## config.mk

```make
export PLATFORM = sky130hd
export DESIGN_NAME = score_display
export DESIGN_NICKNAME = d
export VERILOG_FILES = /design/src/rtl/score_display.sv
export SDC_FILE = /design/constraint.sdc
export NUM_CORES = 1
export LEC_CHECK = 0
export ABC_AREA = 0
export BUFFER_PORTS_ARGS = -buffer_cell sky130_fd_sc_hd__buf_2
export CORE_AREA = 10 10 102 104
export DETAILED_ROUTE_END_ITERATION = 10
export DIE_AREA = 0 0 112 114
export PLACE_DENSITY = 0.89
export SLEW_MARGIN = 20
export SYNTH_ARGS = -nofsm -noshare
export SYNTH_HDL_FRONTEND = slang
export SYNTH_SLANG_ARGS = --single-unit
```

## constraint.sdc

```tcl
create_clock -name clk -period 3.6 [get_ports clk]
set_input_delay 0.54 -clock clk [delete_from_list [all_inputs] [get_ports clk]]
set_output_delay 0.54 -clock clk [all_outputs]
set_load 0.02 [all_outputs]
```

## src/rtl/score_display.sv

```systemverilog
// Binary score to 4-digit BCD via an iterative double-dabble FSM, driving a
// time-multiplexed, active-low 7-segment display with optional leading-zero blanking.
module score_display #(
  parameter logic [15:0] CLK_DIV  = 16'd50000,
  parameter bit          BLANK_LZ = 1'b1
) (
  input  logic        clk,
  input  logic        reset,
  input  logic [15:0] score,
  output logic [15:0] bcd,
  output logic        overflow,
  output logic        busy,
  output logic [3:0]  an,
  output logic [7:0]  seg
);

  typedef enum logic [1:0] {IDLE, CONV, LOAD} state_e;

  state_e      state_q, state_d;
  logic [15:0] last_q, last_d;
  logic [15:0] shreg_q, shreg_d;
  logic [19:0] acc_q, acc_d;
  logic [3:0]  iter_q, iter_d;
  logic [15:0] bcd_q, bcd_d;
  logic        ovf_q, ovf_d;
  logic [19:0] adj;

  // One double-dabble correction: every BCD nibble >= 5 gets +3 before the shift.
  function automatic logic [19:0] add3(input logic [19:0] a);
    logic [19:0] r;
    r = a;
    for (int i = 0; i < 5; i++)
      if (r[4*i +: 4] >= 4'd5) r[4*i +: 4] = r[4*i +: 4] + 4'd3;
    return r;
  endfunction

  always_comb begin
    state_d = state_q;
    last_d  = last_q;
    shreg_d = shreg_q;
    acc_d   = acc_q;
    iter_d  = iter_q;
    bcd_d   = bcd_q;
    ovf_d   = ovf_q;
    adj     = add3(acc_q);
    case (state_q)
      IDLE: begin
        if (score != last_q) begin
          shreg_d = score;
          last_d  = score;
          acc_d   = 20'd0;
          iter_d  = 4'd0;
          state_d = CONV;
        end
      end
      CONV: begin
        {acc_d, shreg_d} = {adj, shreg_q} << 1;
        iter_d = iter_q + 4'd1;
        if (iter_q == 4'd15) state_d = LOAD;
      end
      LOAD: begin
        if (acc_q[19:16] != 4'd0 || acc_q[15:0] > 16'h9999) begin
          bcd_d = 16'h9999;
          ovf_d = 1'b1;
        end else begin
          bcd_d = acc_q[15:0];
          ovf_d = 1'b0;
        end
        state_d = IDLE;
      end
      default: state_d = IDLE;
    endcase
  end

  always_ff @(posedge clk) begin
    if (reset) begin
      state_q <= IDLE;
      last_q  <= 16'd0;
      shreg_q <= 16'd0;
      acc_q   <= 20'd0;
      iter_q  <= 4'd0;
      bcd_q   <= 16'd0;
      ovf_q   <= 1'b0;
    end else begin
      state_q <= state_d;
      last_q  <= last_d;
      shreg_q <= shreg_d;
      acc_q   <= acc_d;
      iter_q  <= iter_d;
      bcd_q   <= bcd_d;
      ovf_q   <= ovf_d;
    end
  end

  assign bcd      = bcd_q;
  assign overflow = ovf_q;
  assign busy     = (state_q != IDLE);

  // Scan: an/seg are registered from the next digit index so both switch on one edge.
  logic [15:0] cnt_q, cnt_d;
  logic [1:0]  idx_q, idx_d;
  logic [3:0]  an_q, an_d;
  logic [7:0]  seg_q, seg_d;
  logic [3:0]  nib;
  logic        blank;
  logic        tc;

  function automatic logic [7:0] seg_map(input logic [3:0] n);
    logic [7:0] s;
    case (n)
      4'd0:    s = 8'hC0;
      4'd1:    s = 8'hF9;
      4'd2:    s = 8'hA4;
      4'd3:    s = 8'hB0;
      4'd4:    s = 8'h99;
      4'd5:    s = 8'h92;
      4'd6:    s = 8'h82;
      4'd7:    s = 8'hF8;
      4'd8:    s = 8'h80;
      4'd9:    s = 8'h90;
      default: s = 8'hFF;
    endcase
    return s;
  endfunction

  always_comb begin
    tc    = (cnt_q == CLK_DIV - 16'd1);
    cnt_d = tc ? 16'd0 : cnt_q + 16'd1;
    idx_d = tc ? idx_q + 2'd1 : idx_q;
    an_d  = ~(4'b0001 << idx_d);
    nib   = 4'd0;
    blank = 1'b0;
    case (idx_d)
      2'd0: begin nib = bcd_q[3:0];   blank = 1'b0; end
      2'd1: begin nib = bcd_q[7:4];   blank = BLANK_LZ && (bcd_q[15:4]  == 12'd0); end
      2'd2: begin nib = bcd_q[11:8];  blank = BLANK_LZ && (bcd_q[15:8]  == 8'd0);  end
      default: begin nib = bcd_q[15:12]; blank = BLANK_LZ && (bcd_q[15:12] == 4'd0); end
    endcase
    seg_d = blank ? 8'hFF : seg_map(nib);
  end

  always_ff @(posedge clk) begin
    if (reset) begin
      cnt_q <= 16'd0;
      idx_q <= 2'd0;
      an_q  <= 4'b1110;
      seg_q <= 8'hC0;
    end else begin
      cnt_q <= cnt_d;
      idx_q <= idx_d;
      an_q  <= an_d;
      seg_q <= seg_d;
    end
  end

  assign an  = an_q;
  assign seg = seg_q;

endmodule

```

==> results of run 1 <==
how the worst max path moves through the flow:
stage,to,startpoint,cells past startpoint,slack (ns)
floorplan,seg[5]$_SDFF_PP0_,cnt_q[0]$_SDFF_PP0_,10,0.88
global placement,seg[5]$_SDFF_PP0_,cnt_q[0]$_SDFF_PP0_,9,0.80
detailed placement,seg[5]$_SDFF_PP0_,cnt_q[0]$_SDFF_PP0_,9,0.62
CTS,seg[4]$_SDFF_PP0_,cnt_q[0]$_SDFF_PP0_,9,0.58
global route,seg[5]$_SDFF_PP0_,cnt_q[0]$_SDFF_PP0_,9,0.35
finish,seg[4]$_SDFF_PP0_,cnt_q[0]$_SDFF_PP0_,9,0.59
flip-flops by register name, indices dropped and copies added (netlist names):
name,cells
overflow,1
seg,7
bcd,16
acc_q,20
cnt_q,16
iter_q,4
idx_q,2
shreg_q,16
last_q,16
state_q,2
an,4
final cells by class:
type,instances,area [sq um],share of cell area
Clock buffer,11,151,0.0284
Clock inverter,5,87.6,0.0164
Inverter,29,109,0.0204
Multi-Input combinational cell,422,2490,0.466
Sequential cell,104,2080,0.390
Tap cell,108,135,0.0253
Timing Repair Buffer,53,283,0.0530
routing by layer:
layer | global-route usage | up-vias
met5 | 0 | -
met4 | 0.0745 | 0
met3 | 0.0446 | 23
met2 | 0.297 | 134
met1 | 0.199 | 2011
li1 | - | 2088
cells by family after synthesis:
group / count (synthesis) / synth area share
simple gates: 227 / 0.218
compound gates: 135 / 0.172
flops: 104 / 0.433
buf+inv: 64 / 0.0523
xor+xnor: 34 / 0.0619
fa+ha+maj: 18 / 0.0468
mux: 7 / 0.0153
other cells: 1 / 0.000779
stage by stage:
| stage | total power, uW | std cells | utilization |
|---|---|---|---|
| after floorplan | 1320 | 590 | - |
| after global placement | 1350 | 716 | 0.602 |
| after detailed placement | 1360 | 716 | 0.602 |
| after CTS | 2180 | 732 | 0.630 |
| after global routing | 2260 | 732 | 0.630 |
| final | 2170 | 732 | 0.630 |
Yosys cell counts (all sizes together):
library cell / n
dfxtp: 104
nand2: 101
a21oi: 53
nor2: 38
clkbuf: 31
inv: 29
nand3: 25
o21ai: 24
a31oi: 22
xnor2: 19
ha: 18
nor3: 16
xor2: 15
nand2b: 11
a22oi: 8
mux2i: 7
a221oi: 6
nor4: 6
or2: 6
and3: 5
or3: 5
a222oi: 4
buf: 4
nand4: 4
o211ai: 4
o31ai: 3
a211oi: 2
a31o: 2
and2: 2
and4bb: 2
nor2b: 2
o41ai: 2
a21o: 1
a22o: 1
a32oi: 1
and2b: 1
and4: 1
conb: 1
nor4b: 1
o21ba: 1
o22a: 1
or4: 1
tightest hold or removal path: stages:
cell and delay (ns):
buf_2 0.11, nand2_1 0.07, a21oi_1 0.06
power breakdown:
group          total [uW]  leakage [uW]  internal (uW)  switching, uW
clock network         833      0.000118            436            398
logic                 134       0.00105           45.5           88.7
registers            1200      0.000846           1180           19.4
==> flow_summary.ini, run 1 <==
[global_routing]
grt_max_degree = 53
grt.total_usage = 0.173
grt.overflow.total = 0
antenna_found_initial = 0
grt_pass1_vias = 4112
grt_first_pass_wirelength_um = 19100

[worst_setup_path]
critical_path_class = reg -> reg
r2r_end = seg[4]$_SDFF_PP0_
path_buf_inv = 1
crit_arrival_ns = 3.28
cp_max_fo = 8
r2r_slack_ns = 0.59
cp_cell_sequence = ha_1 -> and3_1 -> and4_1 -> xor2_1 -> a222oi_1 -> inv_1 -> ha_1 -> and2b_1 -> a221oi_2
critPathCaptureType = flop
r2r_cells = 9
crit_slowest_cell = a222oi_1
r2r_start = cnt_q[0]$_SDFF_PP0_
worstSetupStartpointType = flop
crit_required_ns = 3.87
cp_common_cell = ha_1
max_stage_delay_ns = 0.62
crit_family = compound AO/OA/AOI/OAI gates

[cells_and_area]
fill_cells = 682
final_common_cell = dfxtp_1
drive_above_1_share = 0.139
fin_nets = 655
stdcell_area_sq_mm = 0.00534
final_cell_mix = dfxtp_1, nand2_1, a21oi_1
antenna_cells = 0
layout-area-overhead-vs-synth_pct = 10.9

[detailed_routing]
routedWlPerCell_um = 15.2
drt-met1-wl_um = 4670
first_pass_iters = 5
viasPerCell = 5.81
drt_first_iter_violations = 461
top_layer = met4
dr_wl_met3_um = 596
routed-via-count = 4256
wl_met2_um = 5590
route.detailed.drc = 0
detail-route-antenna-nets = 0
drt_wl_total_um = 11100

[clocking]
clockBufferDepth = 2
cts_tree = built
path_clk_slew_ns = 0.10
clkLatencyLatePin_ns = 0.37
cts_made_buffers = 9
cts_hold_buf = 0
clock_sinks = 104
cts-root-buf = clkbuf_8
post_cts_buffers = 0
cts_resized = 0
htree_levels = 3

[yosys]
ys_types = 47
syn_nets = 626
ys_top_cells_by_area = dfxtp_1, nand2_1, a21oi_1
postSynthRegisterBits = 104
yosysSeqAreaShare = 0.433
synth_warnings = 0
post_synth.cell_area_avg_sq_um = 8.16
synth_top_area_cell = dfxtp_1
netlist_instances = 590
synthesis.area_sq_mm = 0.00481
synth_top_area_frac = 0.433

[power]
worst_ir_drop_vdd_mv = 0.195
power.static_leakage_uw = 0.00202
p_per_area_mw_per_mm2 = 406

[die]
die_x_um = 112
die_h_um = 114
die_area_sq_mm = 0.0128
rows = 34
io_pins = 48
start_util = 0.568
core_area_sq_mm = 0.00847

[sta]
whs_ns = 0.455
max_slew_margin = 0.362
setup_tns_ns = 0
fmax_ghz = 0.332
fin_crit_ns = 3.01
period_share = 0.836
slew_violations = 0
fin_skew_ns = 0.0145
setup_viol = 0
fin_ws_ns = 0.590
worst_pin_slew_ns = 0.956
rsz0062_at_grt = false
hold_viol_final = 0

[outcome]
status = finished clean

[placed_design]
postPlaceCellArea_sq_mm = 0.00510
hpwlAfterDp_um = 7720
place_congestion = 0.899
pre_cts_ws_ns = 0.616
io_buffers = 46

[min_path]
hold_class = in -> reg
whs_path_depth = 3
hold_path_end = last_q[9]$_SDFFE_PP0P_
min_from = score[9]

[job]
cap_violations = 0
(Power assumes the default switching activity.)
==> inputs of run 2 (changes only) <==
- ABC_AREA: 0 -> 1
- CORE_AREA: 10 10 102 104 -> 10 10 105 107
- DIE_AREA: 0 0 112 114 -> 0 0 115 117
- PLACE_DENSITY: 0.89 -> 0.88
- clock period: 3.6 -> 2.8 ns (I/O delays scaled with it)
==> run 2 against run 1 <==
Register-to-register slack got worse by 0.29 ns; setup slack got worse by 0.29 ns; combinational power up 51%; critical endpoint is now seg[3]$_SDFF_PP0_; area after synthesis is 6.3% higher; largest power group unchanged; via count rose by 12%; core utilization shrank 0.46 points; total power up 31%; clock power grew 31%; first-iteration DRC count shrank 8.7%; largest cell class unchanged.
==> flow_summary.ini, run 2 <==
[die]
die_x_um = 115
die_area_sq_mm = 0.0135
start_util = 0.567
rows = 35
io_pins = 48
core_area_sq_mm = 0.00902
die_h_um = 117

[sta]
hold_viol_final = 0
setup_tns_ns = 0
max_slew_margin = 0.462
fin_skew_ns = 0.0126
slew_violations = 0
period_share = 0.894
fmax_ghz = 0.399
setup_viol = 0
rsz0062_at_grt = false
fin_crit_ns = 2.50
worst_pin_slew_ns = 0.807

[min_path]
hold_class = in -> reg

[worst_setup_path]
path_buf_inv = 1
cp_cell_sequence = ha_1 -> nand3_2 -> nor2_4 -> nand2_4 -> nand2_2 -> nand2_4 -> nor2_1 -> nand2_1 -> nand4_1 -> inv_1 -> ha_1 -> nor2_1 -> nor2_1 -> nor2_1 -> nor2_1
critical_path_class = reg -> reg
critPathLaunch = cnt_q[0]$_SDFF_PP0_
crit_required_ns = 3.03
r2r_start = cnt_q[0]$_SDFF_PP0_
max_stage_delay_ns = 0.37
crit_slowest_cell = dfxtp_1
r2r_cells = 15
cp_common_cell = nor2_1
critPathCaptureType = flop
r2r_end = seg[3]$_SDFF_PP0_
cp_max_fo = 6
crit_family = simple AND/OR/NAND/NOR gates
crit_cells = 15
r2r_slack_ns = 0.30
crit_arrival_ns = 2.73
endpoint = seg[3]$_SDFF_PP0_
worstSetupStartpointType = flop

[placed_design]
place_congestion = 0.888
dp_cells = 832
hpwlAfterDp_um = 8580
io_buffers = 46

[detailed_routing]
first_pass_iters = 6
routedWlPerCell_um = 14.2
detail-route-antenna-nets = 0
drt_first_iter_violations = 421
route.detailed.drc = 0
drt_wl_total_um = 12000
viasPerCell = 5.63
routed-via-count = 4773

[clocking]
clkLatencyLatePin_ns = 0.37
cts-root-buf = clkbuf_8
clock_sinks = 104
cts_hold_buf = 0
clockBufferDepth = 2
cts_tree = built
post_cts_buffers = 0
htree_levels = 3
cts_resized = 0
path_clk_slew_ns = 0.11
cts_made_buffers = 9

[yosys]
yosysSeqAreaShare = 0.407
post_synth.cell_area_avg_sq_um = 7.33
synth_top_area_frac = 0.407
ys.flop_type = dfxtp_1
syn_nets = 734
synth_top_area_cell = dfxtp_1
ys_types = 44
ys_top_cells_by_area = dfxtp_1, nand2_1, a21oi_1
synth_edf_count = 0
synthesis.area_sq_mm = 0.00512
netlist_instances = 698
ys_top_cells_by_count = nand2_1, dfxtp_1, a21oi_1
postSynthRegisterBits = 104
yosysMostFrequentCell = nand2_1
synth_warnings = 0
async_reset_ff_frac = 0

[power]
pwr-share-seq = 0.545
p_per_area_mw_per_mm2 = 503
power.static_leakage_uw = 0.00240
p_int_uw = 2130
combPwrFrac = 0.071
swShare = 0.249
p_sw_uw = 707
clockPowerShare = 0.384
worst_ir_drop_vdd_mv = 0.260

[global_routing]
grt_max_degree = 78
grt.overflow.total = 0
grt_pass1_vias = 4718
antenna_found_initial = 0
grt_first_pass_wirelength_um = 20400
grt.total_usage = 0.180

[job]
cap_violations = 0

[cells_and_area]
largest_reg_flops = 20
fin_nets = 768
fill_cells = 773
final_common_cell = nand2_1
drive_above_1_share = 0.145
final_cell_mix = nand2_1, dfxtp_1, a21oi_1
final_cells = 848
antenna_cells = 0
regMostFlops = acc_q
layout-area-overhead-vs-synth_pct = 10.3

[outcome]
status = finished clean
==> run 2: changes by cell type in the layout (fill, tap and decap cells not counted), sizes merged, moves of 9 or more <==
| cell | before | now |
|---|---|---|
| a21oi | 53 | 78 |
| nand3 | 25 | 68 |
| nand2 | 101 | 147 |
| inv | 30 | 74 |
| nand2b | 11 | 0 |
| nor2 | 38 | 72 |
| xor2 | 15 | 4 |
| nor3 | 16 | 7 |
| o21ai | 24 | 33 |
==> run 2: final cells by class <==
cell class / count / area (sq um) / area share
Timing Repair Buffer: 51 / 268 / 0.0474
Tap cell: 111 / 139 / 0.0246
Inverter: 73 / 275 / 0.0488
Multi-Input combinational cell: 493 / 2650 / 0.469
Clock buffer: 10 / 138 / 0.0244
Sequential cell: 104 / 2080 / 0.369
Clock inverter: 6 / 97.6 / 0.0173
==> run 2: power groups by stage <==
stage / sequential (uW) / combinational (uW) / clock, uW
final: 1550 / 202 / 1090
after CTS: 1550 / 201 / 1090
after global routing: 1550 / 225 / 1160
after floorplan: 1570 / 147 / 0
after global placement: 1580 / 191 / 0
after detailed placement: 1580 / 200 / 0
==> run 2: worst min path at each step <==
stage / endpoint / depth (start not counted) / start
finish: last_q[8]$_SDFFE_PP0P_ / 3 / score[8]
CTS: last_q[10]$_SDFFE_PP0P_ / 3 / score[10]
floorplan: cnt_q[0]$_SDFF_PP0_ / 1 / cnt_q[0]$_SDFF_PP0_
global placement: cnt_q[0]$_SDFF_PP0_ / 1 / cnt_q[0]$_SDFF_PP0_
detailed placement: cnt_q[0]$_SDFF_PP0_ / 1 / cnt_q[0]$_SDFF_PP0_
global route: last_q[8]$_SDFFE_PP0P_ / 3 / score[8]
==> run 2: through the flow <==
step                hold slack [ns]  power, uW  instance area [sq um]  worst slack, ns   util
CTS                           0.331       2840                   5650            0.329  0.626
floorplan                     0.418       1720                   5120            0.635      -
detailed placement            0.444       1780                   5410            0.361  0.600
finish                        0.332       2840                   5650            0.297  0.626
global placement              0.431       1770                   5410            0.509  0.600
global route                  0.336       2940                   5650           0.0440  0.626
==> run 2: worst min-delay path: stages <==
cell     delay (ns)
buf_2          0.11
nand2_1        0.08
a21oi_1        0.06
==> run 2: metal layers <==
metal / vias to the layer above / GRT usage / wire length [um]
li1: 2368 / - / -
met2: 133 / 0.327 / 6090
met4: 0 / 0.0833 / 287
met1: 2244 / 0.201 / 5030
met5: - / 0 / 0
met3: 28 / 0.0285 / 601
==> run 2: cells by family after synthesis <==
logic type	count (synthesis)	synth area share
AO/OA/AOI/OAI	142	0.154
XOR/XNOR	15	0.0257
adder cells (fa/ha/maj)	18	0.0440
buffers and inverters	101	0.0758
flip-flops	104	0.407
other	1	0.000733
AND/OR/NAND/NOR	317	0.293
==> inputs of run 3 (changes only) <==
- CORE_AREA: 10 10 105 107 -> 10 10 109 111
- DIE_AREA: 0 0 115 117 -> 0 0 119 121
- PLACE_DENSITY: 0.88 -> 0.83
- clock period: 2.8 -> 2.2 ns (I/O delays scaled with it)
==> run 3 against run 2 <==
The flow now finishes with violations (setup timing); die area is 7.0% higher; register-to-register slack worse by 0.37 ns; via count is 0.13% higher; maximum frequency is 10% higher; wire length is 0.50% higher; combinational power is 32% higher; clock power is 6% higher; largest cell class unchanged; highest routed layer unchanged.
==> flow_summary.ini, run 3 (synthesis results as in run 2) <==
[detailed_routing]
viasPerCell = 5.39
routed-via-count = 4779
top_layer = met4
route.detailed.drc = 0
wl_met2_um = 6020
detail-route-antenna-nets = 0
dr_wl_met3_um = 636
first_pass_iters = 8
drt_wl_total_um = 12100
drt-met1-wl_um = 5040
drt_first_iter_violations = 438
routedWlPerCell_um = 13.6

[worst_setup_path]
crit_arrival_ns = 2.52
critPathCaptureType = flop
r2r_start = cnt_q[0]$_SDFF_PP0_
crit_required_ns = 2.45
critPathLaunch = cnt_q[0]$_SDFF_PP0_
critical_path_class = reg -> reg
worstSetupStartpointType = flop
cp_max_fo = 6

[cells_and_area]
final_cell_mix = nand2_1, dfxtp_1, a21oi_1
stdcell_area_sq_mm = 0.00588
fin_nets = 785
layout-area-overhead-vs-synth_pct = 15.0
largest_reg_flops = 20
register_area_sq_mm = 0.00209
antenna_cells = 0
regMostFlops = acc_q
drive_above_1_share = 0.202
multi_input_area_sq_mm = 0.00276
final_common_cell = nand2_1
fill_cells = 846
final_core_util = 0.610

[sta]
worst_pin_slew_ns = 0.785
setup_tns_ns = -0.300
rsz0062_at_grt = true
fin_skew_ns = 0.0148
fmax_ghz = 0.440
hold_viol_final = 0
fin_crit_ns = 2.27
setup_viol = 6
max_slew_margin = 0.477
slew_violations = 0
period_share = 1.03
fin_ws_ns = -0.0739

[power]
power.static_leakage_uw = 0.00246
report.power.total_uw = 3400
p_per_area_mw_per_mm2 = 578
worst_ir_drop_vdd_mv = 0.359

[die]
die_area_sq_mm = 0.0144
io_pins = 48
core_area_sq_mm = 0.00964
start_util = 0.531
rows = 36
die_x_um = 119
die_h_um = 121

[clocking]
path_clk_slew_ns = 0.10
cts-root-buf = clkbuf_8
clock_sinks = 104
cts_tree = built
clockBufferDepth = 2
clkLatencyLatePin_ns = 0.38
htree_levels = 3
cts_made_buffers = 9

[placed_design]
hpwlAfterDp_um = 8590
postPlaceCellArea_sq_mm = 0.00553
io_buffers = 46
place_congestion = 0.899

[outcome]
status = finished, violations left
violations = setup timing

[global_routing]
grt_max_degree = 78
grt_pass1_vias = 4497
grt_first_pass_wirelength_um = 19900
grt.overflow.total = 0
antenna_found_initial = 0
grt.total_usage = 0.163

[min_path]
min_from = score[5]
hold_class = in -> reg

[job]
cap_violations = 0
## run 3: power by group
part,total (uW),switching (uW),internal (uW)
Combinational,267,173,93.4
Clock,1160,682,480
Sequential,1970,34.9,1930
Total,3400,891,2510
## run 3: what timing repair did
item                                    4_1_cts  5_1_grt
resized for setup                            11       27
pin swaps                                     4       11
buffers inserted                              0        5
hold buffers                                  0        0
endpoints found under the setup margin        5       41
gates cloned                                  0        0
## run 3: cell type report
| type | instances | share of cell area |
|---|---|---|
| clock buffer | 11 | 0.0257 |
| clock inverter | 5 | 0.00638 |
| inverter | 73 | 0.0474 |
| multi-input combinational | 493 | 0.469 |
| sequential | 104 | 0.355 |
| tap | 133 | 0.0283 |
| timing repair buffer | 68 | 0.0685 |
## run 3: critical path, cell delays in order (launching register included)
cell	delay, ns
dfxtp_2	0.37
ha_4	0.15
nand3_4	0.08
nor2_4	0.21
nand2_4	0.10
nand2_1	0.10
nand2_1	0.11
buf_4	0.16
nand3_1	0.13
nand2_2	0.10
o21ai_4	0.25
nand2_4	0.08
nand2_4	0.08
nand2_2	0.07
nor2_1	0.11
nor2_1	0.05
## run 3: through the flow
stage / cells / hold slack, ns / setup WS, ns
finish: 887 / 0.231 / -0.0739
global route: 887 / 0.250 / -0.195
CTS: 882 / 0.226 / 0.00727
detailed placement: 866 / 0.459 / -0.0930
global placement: 866 / 0.445 / 0.0367
floorplan: 698 / 0.418 / 0.0347
## run 3: worst paths after layout
kind                                                to  slack [ns]  cells past startpoint
worst max-delay path                 seg[5]$_SDFF_PP0_       -0.07                     15
worst min-delay path            last_q[5]$_SDFFE_PP0P_        0.23                      3
worst max register to register       seg[5]$_SDFF_PP0_       -0.07                     15
worst min register to register  iter_q[3]$_SDFFE_PP0P_        0.47                      1
## run 3: routing by layer
metal	vias up	global-route usage
li1	2411	-
met1	2200	0.185
met2	134	0.281
met3	34	0.0382
met4	0	0.0794
met5	-	0
